**src/rtl/sync_fifo_param.sv**
```systemverilog
// sync_fifo_param: parametrised single-clock FIFO with registered flags, count, error pulses
// and either a registered-read or a first-word-fall-through output stage.
module sync_fifo_param #(
    parameter int DATA_W   = 9,
    parameter int DEPTH    = 8,
    parameter int AF_LEVEL = DEPTH - 2,
    parameter int AE_LEVEL = 2,
    parameter int FWFT     = 0
) (
    input  logic                       clk,
    input  logic                       rst,
    input  logic                       clr,
    input  logic                       wr_en,
    input  logic [DATA_W-1:0]          wr_data,
    input  logic                       rd_en,
    output logic [DATA_W-1:0]          rd_data,
    output logic                       rd_valid,
    output logic                       full,
    output logic                       empty,
    output logic                       almost_full,
    output logic                       almost_empty,
    output logic [$clog2(DEPTH):0]     count,
    output logic                       overflow,
    output logic                       underflow
);
    localparam int AW = $clog2(DEPTH);
    localparam int CW = AW + 1;
    localparam logic [CW-1:0] DEPTH_C = CW'(DEPTH);
    localparam logic [CW-1:0] AF_C    = CW'(AF_LEVEL);
    localparam logic [CW-1:0] AE_C    = CW'(AE_LEVEL);

    logic [DATA_W-1:0] mem [DEPTH];
    logic [AW:0]       wptr_q, rptr_q;
    logic [CW-1:0]     count_q, count_d;
    logic [DATA_W-1:0] rd_data_q;
    logic              full_q, empty_q, af_q, ae_q, ov_q, un_q, rv_q;
    logic              flush, wr_ok, rd_ok;

    // Flags are computed from the next count so they land on the same edge as count.
    always_comb begin
        flush   = rst || clr;
        wr_ok   = wr_en && !full_q && !flush;
        rd_ok   = rd_en && !empty_q && !flush;
        count_d = flush ? '0 : count_q + CW'(wr_ok) - CW'(rd_ok);
    end

    always_ff @(posedge clk) begin
        wptr_q    <= flush ? '0 : wptr_q + (AW+1)'(wr_ok);
        rptr_q    <= flush ? '0 : rptr_q + (AW+1)'(rd_ok);
        count_q   <= count_d;
        full_q    <= count_d == DEPTH_C;
        empty_q   <= count_d == '0;
        af_q      <= count_d >= AF_C;
        ae_q      <= count_d <= AE_C;
        ov_q      <= wr_en && full_q && !flush;
        un_q      <= rd_en && empty_q && !flush;
        rv_q      <= rd_ok;
        rd_data_q <= rst ? '0 : rd_ok ? mem[rptr_q[AW-1:0]] : rd_data_q;
    end

    always_ff @(posedge clk) begin
        if (wr_ok) mem[wptr_q[AW-1:0]] <= wr_data;
    end

    assign rd_valid     = (FWFT != 0) ? !empty_q : rv_q;
    assign rd_data      = (FWFT != 0 && !empty_q) ? mem[rptr_q[AW-1:0]] : rd_data_q;
    assign count        = count_q;
    assign full         = full_q;
    assign empty        = empty_q;
    assign almost_full  = af_q;
    assign almost_empty = ae_q;
    assign overflow     = ov_q;
    assign underflow    = un_q;
endmodule

```
**config.mk**
```make
export PLATFORM = sky130hd
export DESIGN_NAME = sync_fifo_param
export DESIGN_NICKNAME = d
export VERILOG_FILES = /design/src/rtl/sync_fifo_param.sv
export SDC_FILE = /design/constraint.sdc
export NUM_CORES = 1
export LEC_CHECK = 0
export CAP_MARGIN = 10
export CELL_PAD_IN_SITES_DETAIL_PLACEMENT = 1
export CELL_PAD_IN_SITES_GLOBAL_PLACEMENT = 2
export CORE_ASPECT_RATIO = 0.7
export CORE_MARGIN = 1
export CORE_UTILIZATION = 45
export CTS_BUF_LIST = sky130_fd_sc_hd__clkbuf_4 sky130_fd_sc_hd__clkbuf_8 sky130_fd_sc_hd__clkbuf_16
export CTS_CLUSTER_DIAMETER = 30
export DETAILED_ROUTE_END_ITERATION = 8
export PLACE_DENSITY = 0.88
export SLEW_MARGIN = 40
export SYNTH_ARGS = -nofsm -noshare
export SYNTH_HDL_FRONTEND = slang
export SYNTH_SLANG_ARGS = --single-unit
```
**constraint.sdc**
```tcl
create_clock -name clk -period 5.8 [get_ports clk]
set_clock_uncertainty 0.05 [all_clocks]
set_input_delay 0.87 -clock clk [delete_from_list [all_inputs] [get_ports clk]]
set_output_delay 0.87 -clock clk [all_outputs]
set_load 0.005 [all_outputs]
```
==> results.py <==
metrics = {
    "final_layout": {
        "drive_gt1_frac": 0.112,
        "layout.nets": 294,
        "area.growth.synth_to_final_pct": 19.2,
        "num_antenna_cells": 0,
        "stdcell_count": 379,
    },
    "synth": {
        "syn_nets": 256,
        "synth_cell_type_count": 29,
        "yosys-top-cells-count": "edfxtp_1 (72), mux2i_1 (36), dfxtp_1 (26)",
        "synth_enable_flop_cells": 72,
        "synthArstFlopShare": 0,
        "synth_top_area_frac": 0.573,
        "synth_top_flop_cell": "edfxtp_1",
        "syn_avg_cell_area_sq_um": 16.1,
        "synth.area.top_cells": "edfxtp_1 (57%), dfxtp_1 (14%), mux2i_1 (9.5%)",
        "synth_warnings": 0,
        "syn_area_sq_um": 3780,
        "netlist_instances": 235,
        "yosysTopAreaCell": "edfxtp_1",
        "yosysMostFrequentCell": "edfxtp_1",
        "synth-seq-cells": 98,
        "yosysSeqAreaShare": 0.710,
    },
    "placed_design": {
        "placedCellCount": 363,
        "routabilityCongestion": 0.729,
        "hpwlAfterDp_mm": 5.02,
        "port_buffers": 33,
    },
    "die": {
        "initial_core_util": 0.472,
        "die_y_um": 78.6,
        "die_width_um": 111,
        "die-area_sq_um": 8770,
        "ioPinCount": 34,
        "num_rows": 27,
        "core-area_sq_um": 8010,
    },
    "clock_network": {
        "post_cts_resized": 0,
        "htree_num_levels": 3,
        "cts.sinks": 98,
        "cts_max_path_buffers": 2,
        "cts_buffers": 9,
        "post_cts_buffers": 0,
        "clk_latency_ns": 0.34,
        "cts.clk_slew.worst_paths_ns": 0.07,
        "cts_tree": "built",
        "ctsHoldBuffers": 0,
        "clockRootBuffer": "clkbuf_16",
    },
    "timing": {
        "drv_slew": 0,
        "hold_viol_final": 0,
        "rsz0062_at_grt": "false",
        "setup_viol": 0,
        "period_share": 0.523,
        "final.setup.tns_ns": 0,
        "relSlewSlack": 0.552,
        "max_freq_mhz": 330,
        "period_minus_slack_ns": 3.03,
        "tightest_slew_ns": 0.672,
    },
    "worst_setup_path": {
        "worstPathRequired_ns": 6.01,
        "cp-end-kind": "register",
        "arrival_ns": 3.24,
        "crit_type": "in -> reg",
        "cp-start-kind": "input pin",
        "crit_fanout": 11,
    },
    "global_routing": {
        "antenna_found_initial": 0,
        "grt_pass1_wl_mm": 11.9,
        "grt_start_max_net_pins": 39,
        "grt-ovfl-total": 0,
        "first_global_vias": 2144,
        "grtUsageTotal": 0.189,
    },
    "pwr": {
        "peakVddDrop_mv": 0.124,
        "finalPower_mw": 1.39,
        "powerDensity_nw_per_um2": 309,
        "leakagePower_nw": 1.44,
    },
    "job": {
        "maxCapViolations": 0,
    },
    "drt": {
        "viasPerCell": 5.44,
        "drc_errors": 2,
        "vias": 2061,
        "wl_per_cell_um": 20.4,
        "ant_nets": 0,
        "wl_mm": 7.75,
        "drt-initial-drc-count": 108,
        "firstDrtPassIters": 6,
    },
    "status": {
        "status": "finished, violations left",
        "violations": "DRC",
    },
    "min_path": {
        "worstHoldPathType": "reg -> reg",
    },
}
-- worst max-delay path, stage by stage --
cell and delay (ns):
clkdlybuf4s50_1 0.46, or2_1 0.38, or3_1 0.48, fa_1 0.42, xor2_1 0.20, nor3_1 0.22, nor3b_1 0.21
-- placed cells by master (no fill, tap or decap) --
cell             Yosys  routed
clkinvlp_4           0       1
nand2b_1             4       4
nor3_1               3       3
inv_8                0       1
and2_1               8       8
nor2_2               3      10
a32o_1               9       9
fa_1                 1       1
clkbuf_16            0       9
clkinv_2             0       2
a22oi_1             18      18
ha_1                 6       6
a21o_1               3       3
nor2_1              13       6
and3_1               3       3
inv_1                2       2
a21oi_1              3       3
xor2_1               2       2
xnor2_1              5       5
or2_1                1       1
or3_1                1       1
buf_4                0       2
nor2b_1              4       2
clkdlybuf4s50_1      0      33
nor3b_1              1       1
nand2_1              3       3
dfxtp_4              0       1
dfxtp_1             26      25
mux2i_1             36      36
nor2b_2              0       2
bufinv_16            0       1
edfxtp_1            72      72
inv_6                0       2
-- worst paths after layout --
kind | from | slack, ns | endpoint | cells past startpoint
worst max register to register | full | 3.53 | full | 8
worst max-delay path | rst | 2.77 | full | 7
worst min register to register | rd_data[5] | 0.42 | rd_data[5] | 1
worst min-delay path | rd_data[5] | 0.42 | rd_data[5] | 1
-- metrics by stage --
stage	worst slack, ns	util	hold slack (ns)	area [sq um]
floorplan	3.03	-	0.416	3780
global placement	2.47	0.521	0.400	4180
detailed placement	2.43	0.523	0.408	4190
CTS	2.79	0.561	0.425	4490
global route	2.62	0.562	0.442	4500
finish	2.77	0.562	0.418	4500
-- routing by layer --
| metal | track usage | part of all wire | vias to the layer above |
|---|---|---|---|
| met2 | 0.294 | 0.47 | 49 |
| met3 | 0.0371 | 0.055 | 4 |
| li1 | - | - | 979 |
| met5 | 0 | 0 | - |
| met1 | 0.263 | 0.47 | 1029 |
| met4 | 0.0730 | 0.0065 | 0 |
-- where the power goes --
group	leakage (nW)	internal, mW	total (mW)	switching, mW
Sequential	0.859	0.754	0.757	0.00270
Clock	0.148	0.339	0.596	0.257
Combinational	0.428	0.0174	0.0372	0.0198
Total	1.44	1.11	1.39	0.280
-- final cells by class --
type	count	area, sq um
clock buffers	9	225
clock inverters	7	76.3
fillers	748	3500
inverters	2	7.51
multi-input cells	127	1030
flip-flops and latches	98	2690
well taps	101	126
repair buffers	35	345
-- cell families after synthesis --
family | Yosys count | synth area share
xor gates and xnor gates | 7 | 0.0162
muxes | 36 | 0.0954
adders and majority gates | 7 | 0.0252
and+or+nand+nor | 44 | 0.0616
buffers and inverters | 10 | 0.0215
DFF | 98 | 0.710
AOI/OAI and AO/OA | 33 | 0.0696
-- sequential cells by signal, summed over array words and instances, names as in the netlist --
register,flops
almost_full,1
almost_empty,1
underflow,1
wptr_q,3
full,1
count,4
rd_data,9
mem,72
rptr_q,3
empty,1
rd_valid,1
overflow,1
Power figures use the tool's default switching activity.
